**src/rtl/ucca_conf_if.sv**
```systemverilog
// Data-bus, PC and region-monitor signals of the UCC configuration block.
// The master side drives bus accesses. The slave side is the configuration block.
interface ucca_conf_if;
  logic [15:0] pc;
  logic        data_en;
  logic        data_wr;
  logic [15:0] data_addr;
  logic [15:0] data_wdata;
  logic        region_reset;
  logic [15:0] data_rdata;
  logic [15:0] ucc_min;
  logic [15:0] ucc_max;
  logic        ucc_valid;
  logic        conf_reset;

  modport master (
    output pc, data_en, data_wr, data_addr, data_wdata, region_reset,
    input  data_rdata, ucc_min, ucc_max, ucc_valid, conf_reset
  );

  modport slave (
    input  pc, data_en, data_wr, data_addr, data_wdata, region_reset,
    output data_rdata, ucc_min, ucc_max, ucc_valid, conf_reset
  );
endinterface

```
**src/rtl/ucca_conf.sv**
```systemverilog
// Memory-mapped UCC bounds configuration with an arm/lock FSM and violation logging.
// Reads have 1-cycle latency. Illegal writes are dropped and answered with a one-cycle conf_reset pulse.
module ucca_conf #(
  parameter logic [15:0] CONF_BASE = 16'h0160,
  parameter int          VCNT_W    = 16
) (
  input logic     clk,
  input logic     system_reset,
  ucca_conf_if.slave bus
);

  typedef enum logic [1:0] {UNCONF, ARMED, LOCKED} state_t;

  state_t            r_state;
  logic              r_valid;
  logic [15:0]       r_min;
  logic [15:0]       r_max;
  logic [15:0]       r_last_pc;
  logic [15:0]       r_rdata;
  logic [VCNT_W-1:0] r_vcnt;
  logic              r_cfg_err;
  logic              r_viol;
  logic              r_conf_reset;

  logic [15:0] w_offset;
  logic        w_hit;
  logic        w_wr_hit;
  logic        w_rd_hit;
  logic        w_in_region;
  logic        w_drop;
  logic        w_wr_ok;
  logic        w_arm_ok;
  logic [15:0] w_status;
  logic [15:0] w_rd_mux;

  assign w_offset    = bus.data_addr - CONF_BASE;
  assign w_hit       = bus.data_en && !bus.data_addr[0] &&
                       (bus.data_addr >= CONF_BASE) && (w_offset <= 16'h000B);
  assign w_wr_hit    = w_hit && bus.data_wr;
  assign w_rd_hit    = w_hit && !bus.data_wr;
  assign w_in_region = r_valid && (bus.pc >= r_min) && (bus.pc <= r_max);
  // Code running inside the protected region must never reconfigure it.
  assign w_drop      = w_wr_hit && ((r_state == LOCKED) || w_in_region);
  assign w_wr_ok     = w_wr_hit && !w_drop;
  assign w_arm_ok    = (r_min <= r_max) && !r_min[0] && !r_max[0];
  assign w_status    = {12'b0, r_viol, r_cfg_err, (r_state == LOCKED), r_valid};

  always_comb begin
    w_rd_mux = 16'h0000;
    case (w_offset[3:0])
      4'h0:    w_rd_mux = r_min;
      4'h2:    w_rd_mux = r_max;
      4'h6:    w_rd_mux = w_status;
      4'h8:    w_rd_mux = 16'(r_vcnt);
      4'hA:    w_rd_mux = r_last_pc;
      default: w_rd_mux = 16'h0000;
    endcase
  end

  always_ff @(posedge clk) begin
    if (system_reset) begin
      r_state      <= UNCONF;
      r_valid      <= 1'b0;
      r_min        <= 16'hFFFF;
      r_max        <= 16'h0000;
      r_last_pc    <= 16'h0000;
      r_rdata      <= 16'h0000;
      r_vcnt       <= '0;
      r_cfg_err    <= 1'b0;
      r_viol       <= 1'b0;
      r_conf_reset <= 1'b0;
    end else begin
      r_conf_reset <= w_drop;
      r_rdata      <= w_rd_hit ? w_rd_mux : 16'h0000;

      if (bus.region_reset) begin
        if (!(&r_vcnt)) r_vcnt <= r_vcnt + 1'b1;
        r_last_pc <= bus.pc;
        r_viol    <= 1'b1;
      end

      if (w_wr_ok) begin
        case (r_state)
          UNCONF: begin
            case (w_offset[3:0])
              4'h0: r_min <= bus.data_wdata;
              4'h2: r_max <= bus.data_wdata;
              4'h4: begin
                if (bus.data_wdata[0]) begin
                  if (w_arm_ok) begin
                    r_state   <= ARMED;
                    r_valid   <= 1'b1;
                    r_cfg_err <= 1'b0;
                  end else begin
                    r_cfg_err <= 1'b1;
                  end
                end
              end
              default: ;
            endcase
          end
          ARMED: begin
            case (w_offset[3:0])
              4'h0: begin
                r_min   <= bus.data_wdata;
                r_state <= UNCONF;
                r_valid <= 1'b0;
              end
              4'h2: begin
                r_max   <= bus.data_wdata;
                r_state <= UNCONF;
                r_valid <= 1'b0;
              end
              // LOCK takes precedence over a cleared ARM bit.
              4'h4: begin
                if (bus.data_wdata[1]) begin
                  r_state <= LOCKED;
                end else if (!bus.data_wdata[0]) begin
                  r_state <= UNCONF;
                  r_valid <= 1'b0;
                end
              end
              default: ;
            endcase
          end
          default: ;
        endcase
      end
    end
  end

  assign bus.data_rdata = r_rdata;
  assign bus.ucc_valid  = r_valid;
  assign bus.ucc_min    = r_valid ? r_min : 16'hFFFF;
  assign bus.ucc_max    = r_valid ? r_max : 16'h0000;
  assign bus.conf_reset = r_conf_reset;

endmodule

```
**src/flat_wrapper.sv**
```systemverilog
// flat-port wrapper written by rule: the top's interface ports become plain ports
module ucca_conf_flat 
#(
  parameter logic [15:0] CONF_BASE = 16'h0160,
  parameter int          VCNT_W    = 16
)
  (clk, system_reset, bus_pc, bus_data_en, bus_data_wr, bus_data_addr, bus_data_wdata, bus_region_reset, bus_data_rdata, bus_ucc_min, bus_ucc_max, bus_ucc_valid, bus_conf_reset);
  ucca_conf_if bus_i ();
  input logic clk;
  input logic system_reset;
  input wire logic [$bits(bus_i.pc)-1:0] bus_pc;
  input wire logic [$bits(bus_i.data_en)-1:0] bus_data_en;
  input wire logic [$bits(bus_i.data_wr)-1:0] bus_data_wr;
  input wire logic [$bits(bus_i.data_addr)-1:0] bus_data_addr;
  input wire logic [$bits(bus_i.data_wdata)-1:0] bus_data_wdata;
  input wire logic [$bits(bus_i.region_reset)-1:0] bus_region_reset;
  output wire logic [$bits(bus_i.data_rdata)-1:0] bus_data_rdata;
  output wire logic [$bits(bus_i.ucc_min)-1:0] bus_ucc_min;
  output wire logic [$bits(bus_i.ucc_max)-1:0] bus_ucc_max;
  output wire logic [$bits(bus_i.ucc_valid)-1:0] bus_ucc_valid;
  output wire logic [$bits(bus_i.conf_reset)-1:0] bus_conf_reset;
  assign bus_i.pc = bus_pc;
  assign bus_i.data_en = bus_data_en;
  assign bus_i.data_wr = bus_data_wr;
  assign bus_i.data_addr = bus_data_addr;
  assign bus_i.data_wdata = bus_data_wdata;
  assign bus_i.region_reset = bus_region_reset;
  assign bus_data_rdata = bus_i.data_rdata;
  assign bus_ucc_min = bus_i.ucc_min;
  assign bus_ucc_max = bus_i.ucc_max;
  assign bus_ucc_valid = bus_i.ucc_valid;
  assign bus_conf_reset = bus_i.conf_reset;
  ucca_conf #(.CONF_BASE(CONF_BASE), .VCNT_W(VCNT_W)) u_core (.clk(clk), .system_reset(system_reset), .bus(bus_i));
endmodule
```
**config.mk**
```make
export PLATFORM = sky130hd
export DESIGN_NAME = ucca_conf_flat
export DESIGN_NICKNAME = d
export VERILOG_FILES = /design/src/rtl/ucca_conf_if.sv /design/src/rtl/ucca_conf.sv /design/src/flat_wrapper.sv
export SDC_FILE = /design/constraint.sdc
export NUM_CORES = 1
export LEC_CHECK = 0
export BUFFER_PORTS_ARGS = -buffer_cell sky130_fd_sc_hd__buf_2
export CELL_PAD_IN_SITES_DETAIL_PLACEMENT = 1
export CELL_PAD_IN_SITES_GLOBAL_PLACEMENT = 2
export CORE_MARGIN = 10
export CORE_UTILIZATION = 35
export CTS_CLUSTER_DIAMETER = 150
export DETAILED_ROUTE_END_ITERATION = 7
export GPL_TIMING_DRIVEN = 0
export HOLD_SLACK_MARGIN = 0.15
export PLACE_DENSITY_LB_ADDON = 0.15
export SYNTH_ARGS = -nofsm -noshare
export SYNTH_HDL_FRONTEND = slang
export SYNTH_SLANG_ARGS = --single-unit
```
**constraint.sdc**
```tcl
create_clock -name clk -period 4 [get_ports clk]
set_input_delay 0.6 -clock clk [delete_from_list [all_inputs] [get_ports clk]]
set_output_delay 0.6 -clock clk [all_outputs]
set_load 0.01 [all_outputs]
```
==> results.md, run 1 <==
* Status: finished clean
* Min Hold Slack at 0.495 ns
* Antenna violation net count after detailed routing at 0
* Share of the synthesized area in compound gates (AO/OA/AOI/OAI) at 0.231
* Clock share of power at 0.485
* Total leakage power at approximately 2.5 nW
* Unrepaired setup endpoints after global routing: false
* Remaining routing DRC violations at 0
* H-tree depth at 3
* Number of gates given a new drive strength after cts at 0
* Simple-gate share of the synthesized area at 0.187
* Initial antenna violation count at 0
* Clock slew at the register clock pins of the worst setup and hold paths at roughly 0.060 ns
* Setup TNS at 0 ns
* Comb power frac at 0.076
* Diode count at 0
* RD Place Congestion at between 0.9 and 1
* Total congestion overflow at 0
* DRT Pass-1 Iters at 6
* Post-synthesis xor/xnor area fraction at 0.0256
* Final hold violation count at 0
* Finished Core Util at 0.430
* Total nets after synthesis at roughly 700
* Flip-flop cell with the highest count after synthesis: sky130_fd_sc_hd__dfxtp_1
* Overall track demand over capacity in global routing at 0.188
* Critical path fanouts, max at 10
* CP endpoint kind: register
* Die area at between 0.015 and 0.02 mm²
* Largest net degree at the start of global routing at 15
* Share of synthesized area spent on multiplexers at 0.0393
* Combinational family with the most area after synthesis: compound AO/OA/AOI/OAI gates
* Slowest CP cell: sky130_fd_sc_hd__a2111oi_2
* Number of enable flip-flop cells after synthesis at 0
* Relative slew slack at 0.265
* Most common cell after layout, fill and taps aside: sky130_fd_sc_hd__buf_2
* Pins Over Slew Limit at 0
* Busiest metal layer after global routing: met2
* Worst setup margin at slightly above 1 ns
* Crit Path Category: register to register
* Core Area at ~0.014 mm²
* Global-route track usage on met2 at 0.316
* Setup repair bufs after CTS at 0
* Count of hold buffers inserted by post-cts repair at 0
* Sequential-to-total area share from yosys stat at 0.336
* Horizontal die dimension at about 140 µm
* Global-route wire length before repair at between 20 and 30 mm
* Syn. warnings at 0
* Adder-cell area share of the yosys netlist at 0.122
* Crit path arrival time at between 3 and 4 ns
* Cell row count at 44
* Sort of element at the start of the critical path: register
* Area of the mapped netlist at slightly above 0.005 mm²
* Pint at 0.00156 W
* Post-route cell area at ~0.0062 mm²
* Die height at ~140 µm
* Per-cell via count in the routed design at approximately 5.5
* Maximum cell stage delay along the critical path at 0.53 ns
* Initial drt markers at about 230
* Period Utilization, post-route at 0.744
* Met3 track demand over resource in global routing at 0.0322
* Flops & latches, synth at 86
* Switching fraction of total power at 0.224
* Post-Synthesis Cells at 600
* Worst clock skew at about 0.0070 ns
* Via count of the first global-routing pass at 5,277
* Relative area change from synthesis to final layout at 21.1%
* Clock insertion delay at the later pin of the skew report at about 0.34 ns
* VDD IR-drop max at 0.208 mV
* Number of I/O port buffers at 100
* Pin slew with the least headroom to its limit at ~1.1 ns
* Count of different cell masters after synthesis at 56
* Initial standard-cell utilization of the core at 0.355
* TritonCTS clock tree: done
* Net Switching at ~0.00045 W
* Synth async-reset ratio at 0
* Number of CTS-inserted buffers at 9
* Commonest cells after routing, fill and taps aside: sky130_fd_sc_hd__buf_2, sky130_fd_sc_hd__dfxtp_1, sky130_fd_sc_hd__nor2_1, sky130_fd_sc_hd__ha_1, sky130_fd_sc_hd__a21oi_1
* Cell chain of the critical path: inv_1 > ha_1 > nand4_1 > a2111oi_2 > a211oi_4 > a21oi_4 > nor2_2 > buf_2 > a311o_1
* Highest Clock Rate at roughly 340 MHz
* Total Nets Final at 814
* Fraction of layout cells with a size suffix above 1 at 0.180
* Routed WL per cell at around 21 µm
* Kind of path behind the tightest hold check: register to register
* Number of clock sinks at 86
* Number of buffers on the longest clock path at 2
* Synth Area per Inst at between 8 and 9 µm²
* Placement-stage cell area at just under 0.006 mm²
* Minimum setup slack after placement at 0.875 ns
* Clk root buf: sky130_fd_sc_hd__clkbuf_16
* Estimated wirelength of the detail-placed design at about 16 mm
* Endpoint required time on the critical path at 4.22 ns
* Cell area power density at approximately 320 mW/mm²
* Met1 usage in global routing at 0.242
* Routed WL at ~19 mm
* Part of the power in registers at 0.438
* Vias at around 5,000
* Max-Cap Viols at 0
* Period minus WS final at 2.98 ns
* Total setup violations reported at the end of the flow at 0
* # fillers at around 1,800
* Boundary Pins at 103
[registers in the layout (all words and copies together), names as in the netlist]
signal                 count
u_core.r_last_pc          16
u_core.r_vcnt             16
u_core.bus.conf_reset      1
u_core.r_max              16
u_core.r_cfg_err           1
u_core.bus.ucc_valid       1
u_core.bus.data_rdata     16
u_core.r_min              16
u_core.r_state             2
u_core.r_viol              1
[cell usage after synthesis (all sizes together) (3+ instances only)]
cell    instances  area (µm²)
a22oi          25         188
nor2           62         235
xor2            9        78.8
and4            3        26.3
a311o          16         160
clkbuf         28         105
nor2b           3        18.8
nand2b          4        25.0
o31a           16         140
a211oi          5        50.1
a21oi          50         262
nand2          40         150
nand4b         16         140
nand4          13        96.3
ha             50         626
nand3           9        45.0
or3             3        18.8
nor4            4        25.0
and3            8        50.1
dfxtp          86        1720
mux2i          19         190
buf            10        57.6
nor3            9        45.0
a31oi           3        18.8
inv            37         139
o21ai          34         170
a21o            4        30.0
xnor2           6        52.6
nor4b           4        50.1
[worst max-delay path, delay by kind of cell (launching register included)]
family	cells	cell delay, ns
buf+inv	2	0.33
compound gates	4	1.39
fa+ha+maj	1	0.31
simple gates	2	0.34
flops	1	0.47
[final cells by class]
type	instances	area [µm²]	area share
plain buffers	38	163	0.0262
clock inverters	5	106	0.0171
clock buffers	11	243	0.0391
repair buffers	100	500	0.0806
flip-flops and latches	86	1720	0.277
well taps	184	230	0.0371
multi-input cells	439	3100	0.500
inverters	37	139	0.0224
[through the flow]
step	power, W	instances
2_1_floorplan	0.000975	600
3_3_place_gp	0.00104	884
3_5_place_dp	0.00105	884
4_1_cts	0.00202	900
5_1_grt	0.00207	900
6_report	0.00200	900
[final timing paths]
kind | startpoint | endpoint | slack (ns) | cells after the start
max reg2reg | u_core.r_min[10]$_SDFFE_PP1P_ | u_core.r_min[13]$_SDFFE_PP1P_ | 1.02 | 9
max | u_core.r_min[10]$_SDFFE_PP1P_ | u_core.r_min[13]$_SDFFE_PP1P_ | 1.02 | 9
min reg2reg | u_core.r_max[2]$_SDFFE_PP0P_ | u_core.r_max[2]$_SDFFE_PP0P_ | 0.50 | 2
min | u_core.r_max[2]$_SDFFE_PP0P_ | u_core.r_max[2]$_SDFFE_PP0P_ | 0.50 | 2
[metal layers]
layer	share of wire	up-vias
li1	-	2436
met1	0.46	2410
met4	0.014	0
met3	0.054	16
met5	0	-
met2	0.47	123
[power by group through the flow]
stage | Combinational, W | Clock (W) | Sequential (W)
after floorplan | 0.0000816 | 0 | 0.000893
after global placement | 0.000148 | 0 | 0.000897
after detailed placement | 0.000154 | 0 | 0.000897
after CTS | 0.000155 | 0.000989 | 0.000878
after global routing | 0.000173 | 0.00102 | 0.000879
final | 0.000153 | 0.000973 | 0.000879
[logic make-up (layout without fill, tap and decap cells)]
family | after synthesis | count (layout)
adders and majority gates | 50 | 50
AOI/OAI and AO/OA | 171 | 171
DFF | 86 | 86
xor gates and xnor gates | 15 | 15
muxes | 20 | 20
buffers and inverters | 75 | 191
and+or+nand+nor | 183 | 183
Note: power is estimated with default switching activity, not from simulation.
==> run 2: changes to the inputs <==
--- a/config.mk
+++ b/config.mk
@@ -9,7 +9,7 @@
 export CELL_PAD_IN_SITES_DETAIL_PLACEMENT = 1
 export CELL_PAD_IN_SITES_GLOBAL_PLACEMENT = 2
 export CORE_MARGIN = 10
-export CORE_UTILIZATION = 35
+export CORE_UTILIZATION = 30
 export CTS_CLUSTER_DIAMETER = 150
 export DETAILED_ROUTE_END_ITERATION = 7
 export GPL_TIMING_DRIVEN = 0
==> constraint.sdc (replaced) <==
create_clock -name clk -period 2.45 [get_ports clk]
set_input_delay 0.3675 -clock clk [delete_from_list [all_inputs] [get_ports clk]]
set_output_delay 0.3675 -clock clk [all_outputs]
set_load 0.01 [all_outputs]
==> run 2 against run 1 <==
Effect of this change: the run now ends with negative setup slack left; die area up 14%; critical path depth up 1; hold slack worse by 0.20 ns; wire length up 11%; power up 48%.
==> results.md, run 2 (synthesized netlist as in run 1, its figures left out) <==
* Pins Over Slew Limit at 0
* Finished Core Util at 0.407
* H-tree depth at 3
* Global-route wire length before repair at 32.3 mm
* Cell row count at 47
* Estimated wirelength of the detail-placed design at between 15 and 20 mm
* Relative slew slack at 0.253
* Vias at 5,117
* Maximum cell stage delay along the critical path at around 0.5 ns
* Critical path fanouts, max at 7
* Total congestion overflow at 0
* Total Nets Final at 842
* Post-route cell area at between 0.006 and 0.007 mm²
* Placement-stage cell area at a little under 0.006 mm²
* Worst setup margin at -0.180 ns
* Max-Cap Viols at 0
* Horizontal die dimension at between 150 and 200 µm
* RD Place Congestion at about 0.91
* Failing checks: negative setup slack
* Core Area at 0.0166 mm²
* DRT Pass-1 Iters at 6
* Boundary Pins at a little over 100
* Routed WL at around 21 mm
* Commonest cells after routing, fill and taps aside: sky130_fd_sc_hd__buf_2, sky130_fd_sc_hd__dfxtp_1, sky130_fd_sc_hd__nor2_1, sky130_fd_sc_hd__a21oi_1, sky130_fd_sc_hd__nand2_1
* Setup TNS at -3.51 ns
* Overall track demand over capacity in global routing at 0.186
* Cell chain of the critical path: inv_4 > ha_4 > a21oi_2 > o21ai_2 > a2111o_1 > a211oi_4 > a21oi_4 > buf_6 > o31a_1 > a311o_1
* Number of CTS-inserted buffers at 9
* Unrepaired setup endpoints after global routing: true
* Final hold violation count at 0
* Routed WL per cell at 21.9 µm
* Diode count at 0
* Die area at approximately 0.023 mm²
* Via count of the first global-routing pass at 5,480
* Buf/Inv on CP at 2
* CP endpoint kind: register
* Per-cell via count in the routed design at roughly 5.3
* Worst clock skew at slightly above 0.01 ns
* Highest Clock Rate at between 300 and 400 MHz
* CP delay by family, top: compound AO/OA/AOI/OAI gates
* Minimum setup slack after placement at -0.532 ns
* Status: complete, but fails checks
* Clock slew at the register clock pins of the worst setup and hold paths at roughly 0.06 ns
* Clock insertion delay at the later pin of the skew report at roughly 0.35 ns
* Initial antenna violation count at 0
* Initial drt markers at 218
* Initial standard-cell utilization of the core at 0.308
* Slowest CP cell: sky130_fd_sc_hd__a2111o_1
* Fraction of layout cells with a size suffix above 1 at 0.297
* VDD IR-drop max at 0.237 mV
* Crit path arrival time at approximately 2.9 ns
* TritonCTS clock tree: done
* Clk root buf: sky130_fd_sc_hd__clkbuf_16
* Pin slew with the least headroom to its limit at 1.10 ns
* # fillers at approximately 2,000
* Relative area change from synthesis to final layout at 32.2%
* Total setup violations reported at the end of the flow at 34
* Sort of element at the start of the critical path: register
* Most common cell after layout, fill and taps aside: sky130_fd_sc_hd__buf_2
* Number of buffers on the longest clock path at 2
* Period minus WS final at around 2.6 ns
* Die height at 151 µm
* Antenna violation net count after detailed routing at 0
* Cell area power density at about 440 mW/mm²
* Period Utilization, post-route at 1.07
* Largest net degree at the start of global routing at 14
* Total leakage power at between 2 and 3 nW
* Endpoint required time on the critical path at approximately 2.7 ns
* Number of I/O port buffers at 100
* Crit Path Category: register to register
* Remaining routing DRC violations at 0
* Kind of path behind the tightest hold check: input port to register
* Number of clock sinks at 86
## run 2: cell types whose count changed in the layout (fill, tap and decap cells not counted), sizes merged
cell | previous run | this run
bufinv | 3 | 0
clkinv | 1 | 2
buf | 110 | 139
clkbuf | 39 | 40
## run 2: cell type report
cell class / instances / area (µm²) / area share
Buffer: 38 / 189 / 0.0279
Clock buffer: 13 / 240 / 0.0354
Clock inverter: 3 / 21.3 / 0.00314
Inverter: 37 / 154 / 0.0227
Multi-Input combinational cell: 439 / 3390 / 0.500
Sequential cell: 86 / 1780 / 0.262
Tap cell: 220 / 275 / 0.0406
Timing Repair Buffer: 128 / 737 / 0.109
## run 2: where the power goes
group / leakage [nW] / internal [W] / total (W) / switching [W]
logic: 1.81 / 0.000104 / 0.000272 / 0.000168
registers: 0.699 / 0.00141 / 0.00142 / 0.0000166
clock network: 0.124 / 0.000690 / 0.00127 / 0.000582
total: 2.63 / 0.00220 / 0.00297 / 0.000766
## run 2: path summary, 6_finish.rpt
kind	depth (start not counted)	to	slack [ns]	startpoint
worst min register to register	2	u_core.r_max[2]$_SDFFE_PP0P_	0.46	u_core.r_max[2]$_SDFFE_PP0P_
worst max register to register	10	u_core.r_min[9]$_SDFFE_PP1P_	-0.18	u_core.r_min[11]$_SDFFE_PP1P_
worst max-delay path	10	u_core.r_min[9]$_SDFFE_PP1P_	-0.18	u_core.r_min[11]$_SDFFE_PP1P_
worst min-delay path	2	u_core.r_min[9]$_SDFFE_PP1P_	0.30	bus_data_wdata[9]
## run 2: repair_timing
item / CTS / global route
buffers inserted: 22 / 4
endpoints found under the setup margin: 36 / 35
pin swaps: 43 / 35
cloned: 2 / 0
gates resized for setup: 78 / 19
hold buffers: 0 / 0
## run 2: metal layers
layer  share of wire  vias to the layer above  global-route usage
li1                -                     2500                   -
met1            0.46                     2473               0.250
met2            0.46                      125               0.302
met3           0.067                       19              0.0315
met4           0.011                        0              0.0452
met5               0                        -                   0
## run 2: per-stage QoR
| step | instances | total power (W) | hold slack (ns) |
|---|---|---|---|
| 2_1_floorplan | 600 | 0.00159 | 0.434 |
| 3_3_place_gp | 920 | 0.00171 | 0.457 |
| 3_5_place_dp | 920 | 0.00172 | 0.469 |
| 4_1_cts | 960 | 0.00298 | 0.288 |
| 5_1_grt | 964 | 0.00308 | 0.295 |
| 6_report | 964 | 0.00297 | 0.297 |
==> run 3: changes to the inputs <==
--- a/config.mk
+++ b/config.mk
@@ -14,7 +14,7 @@
 export DETAILED_ROUTE_END_ITERATION = 7
 export GPL_TIMING_DRIVEN = 0
 export HOLD_SLACK_MARGIN = 0.15
-export PLACE_DENSITY_LB_ADDON = 0.15
+export PLACE_DENSITY_LB_ADDON = 0.1
 export SYNTH_ARGS = -nofsm -noshare
 export SYNTH_HDL_FRONTEND = slang
 export SYNTH_SLANG_ARGS = --single-unit
==> run 3 against run 2 <==
Effect of this change: the flow still finishes with violations (negative setup slack); critical path depth did not move; combinational power barely moved; design area rose by 1.5%; via count rose by 0.53%; sequential power barely moved; wire length fell by 1.6%; core utilization rose by 0.59 points; first-iteration DRC count rose by 3.2%; flip-flop and latch count did not move; power rose by 5.2%; clock skew fell by 0.0043 ns; hold slack improved by 0.011 ns.
==> results.md, run 3 (synthesized netlist as in run 1, its figures left out) <==
* Remaining routing DRC violations at 0
* Overall track demand over capacity in global routing at 0.179
* Buf/Inv on CP at 3
* Via count of the first global-routing pass at approximately 5,500
* CP endpoint kind: register
* Core Area at 0.0166 mm²
* Commonest cells after routing, fill and taps aside: sky130_fd_sc_hd__buf_2, sky130_fd_sc_hd__dfxtp_1, sky130_fd_sc_hd__nor2_1, sky130_fd_sc_hd__a21oi_1, sky130_fd_sc_hd__nand2_1
* Cell area power density at 454 mW/mm²
* Total leakage power at ~2.7 nW
* Final hold violation count at 0
* Sort of element at the start of the critical path: register
* Vias at 5,144
* Unrepaired setup endpoints after global routing: true
* Hold Crit Endpoint: u_core.r_min[9]$_SDFFE_PP1P_
* Crit Path Category: register to register
* Die area at ~0.023 mm²
* Net Switching at about 0.00076 W
* Count of hold buffers inserted by post-cts repair at 0
* Initial antenna violation count at 0
* DRT Pass-1 Iters at 5
* Count of cells along the worst hold path at 2
* Reg-to-reg slack, setup at -0.1 ns
* Diode count at 0
* TritonCTS clock tree: done
* Cell depth of the worst flop-to-flop path at 10
* Highest Clock Rate at about 390 MHz
* Slowest CP cell: sky130_fd_sc_hd__dfxtp_4
* Hold wc startpoint: bus_data_wdata[9]
* Max-Cap Viols at 0
* Start point of the critical path: u_core.r_min[9]$_SDFFE_PP1P_
* Switching fraction of total power at 0.244
* Minimum setup slack after placement at -0.486 ns
* Critical path fanouts, max at 7
* Period Utilization, post-route at 1.04
* Comb power frac at 0.088
* H-tree depth at 3
* Pin slew with the least headroom to its limit at between 1 and 1.5 ns
* VDD IR-drop max at between 0.3 and 0.4 mV
* Post-route cell area at slightly below 0.007 mm²
* Per-cell via count in the routed design at ~5.3
* Clk root buf: sky130_fd_sc_hd__clkbuf_16
* Part of the power in registers at 0.455
* Estimated wirelength of the detail-placed design at between 15 and 20 mm
* Antenna violation net count after detailed routing at 0
* Clock slew at the register clock pins of the worst setup and hold paths at 0.06 ns
* Number of I/O port buffers at 100
* Largest net degree at the start of global routing at 15
* Number of buffers on the longest clock path at 2
* Placement-stage cell area at just under 0.006 mm²
* Number of CTS-inserted buffers at 9
* Initial drt markers at between 200 and 250
* Most common cell after layout, fill and taps aside: sky130_fd_sc_hd__buf_2
* Maximum cell stage delay along the critical path at about 0.38 ns
* Pint at 0.00236 W
* RD Place Congestion at 0.883
* Kind of path behind the tightest hold check: input port to register
* Initial standard-cell utilization of the core at 0.308
* Cell chain of the critical path: inv_4 > ha_4 > nand4_1 > buf_4 > a2111oi_4 > a211oi_4 > a21oi_4 > nor2_4 > buf_6 > a311o_1
* Min Hold Slack at 0.308 ns
* Cell row count at 47
* Total Nets Final at 845
* Count of non-filler cells in the finished layout at ~970
* Global-route wire length before repair at approximately 31 mm
* Crit Reg-Reg Startpoint: u_core.r_min[9]$_SDFFE_PP1P_
* Worst setup margin at -0.0951 ns
* End of the worst register-to-register path: u_core.r_min[11]$_SDFFE_PP1P_
* Number of clock sinks at 86
* Clock share of power at 0.457
* Boundary Pins at between 100 and 150
* Period minus WS final at 2.55 ns
* Routed WL per cell at approximately 22 µm
* Routed WL at around 21 mm
* CP delay by family, top: compound AO/OA/AOI/OAI gates
* Relative area change from synthesis to final layout at 34.1%
* Total congestion overflow at 0
* Relative slew slack at 0.239
* Finished Core Util at 0.413
* Die height at around 150 µm
* Failing checks: negative setup slack
* Pins Over Slew Limit at 0
* Endpoint required time on the critical path at between 2 and 3 ns
* Crit path arrival time at 2.77 ns
* Count of placed standard cells including taps at 920
* Clock insertion delay at the later pin of the skew report at approximately 0.34 ns
* Horizontal die dimension at approximately 150 µm
* Fraction of layout cells with a size suffix above 1 at 0.313
* Worst clock skew at just under 0.006 ns
* Total setup violations reported at the end of the flow at 33
* Status: complete, but fails checks
-- run 3: cell count changes in the layout (fill, tap and decap cells not counted), moves of 2 or more --
cell                       change
sky130_fd_sc_hd__a21oi_2       +2
sky130_fd_sc_hd__inv_1         -2
sky130_fd_sc_hd__a21oi_1       -2
sky130_fd_sc_hd__buf_4         +2
sky130_fd_sc_hd__dfxtp_4       +2
sky130_fd_sc_hd__clkbuf_1      -3
sky130_fd_sc_hd__clkbuf_8      +2
sky130_fd_sc_hd__inv_4         -3
sky130_fd_sc_hd__inv_2         +5
sky130_fd_sc_hd__dfxtp_1       -3
-- run 3: how the worst max path moves through the flow --
stage / to / slack [ns] / cells past startpoint
floorplan: u_core.r_min[7]$_SDFFE_PP1P_ / 0.006 / 10
global placement: u_core.r_min[11]$_SDFFE_PP1P_ / -0.47 / 9
detailed placement: u_core.r_min[14]$_SDFFE_PP1P_ / -0.49 / 9
CTS: u_core.r_min[0]$_SDFFE_PP1P_ / -0.10 / 10
global route: u_core.r_state[0]$_SDFFE_PP0P_ / -0.20 / 10
finish: u_core.r_min[11]$_SDFFE_PP1P_ / -0.1 / 10
-- run 3: cell type report --
class                           count  area, µm²
Clock inverter                      4       55.1
Timing Repair Buffer              131        763
Inverter                           37        146
Tap cell                          220        275
Buffer                             38        189
Multi-Input combinational cell    439       3410
Fill cell                        1981       9770
Sequential cell                    86       1780
Clock buffer                       12        256
-- run 3: power by group through the flow --
stage / clock [W] / combinational (W) / sequential, W
finish: 0.00143 / 0.000275 / 0.00142
CTS: 0.00145 / 0.000271 / 0.00142
floorplan: 0 / 0.000135 / 0.00146
global placement: 0 / 0.000248 / 0.00146
detailed placement: 0 / 0.000257 / 0.00146
global route: 0.00149 / 0.000307 / 0.00142
-- run 3: routing by layer --
| metal | part of all wire | GRT usage | vias up |
|---|---|---|---|
| met1 | 0.48 | 0.241 | 2506 |
| li1 | - | - | 2505 |
| met3 | 0.042 | 0.0219 | 22 |
| met2 | 0.47 | 0.295 | 111 |
| met4 | 0.015 | 0.0467 | 0 |
| met5 | 0 | 0 | - |
-- run 3: per-stage QoR --
stage | TNS (ns) | total power, W
3_3_place_gp | -13.16 | 0.00171
4_1_cts | -1.44 | 0.00314
6_report | -2.13 | 0.00312
2_1_floorplan | 0 | 0.00159
5_1_grt | -5.65 | 0.00322
3_5_place_dp | -13.85 | 0.00172
-- run 3: repair_timing --
| action | in CTS | in global routing |
|---|---|---|
| pin swaps | 34 | 41 |
| buffers inserted | 27 | 2 |
| cloned | 1 | 1 |
| resized for setup | 78 | 28 |
| endpoints found under the setup margin | 35 | 35 |
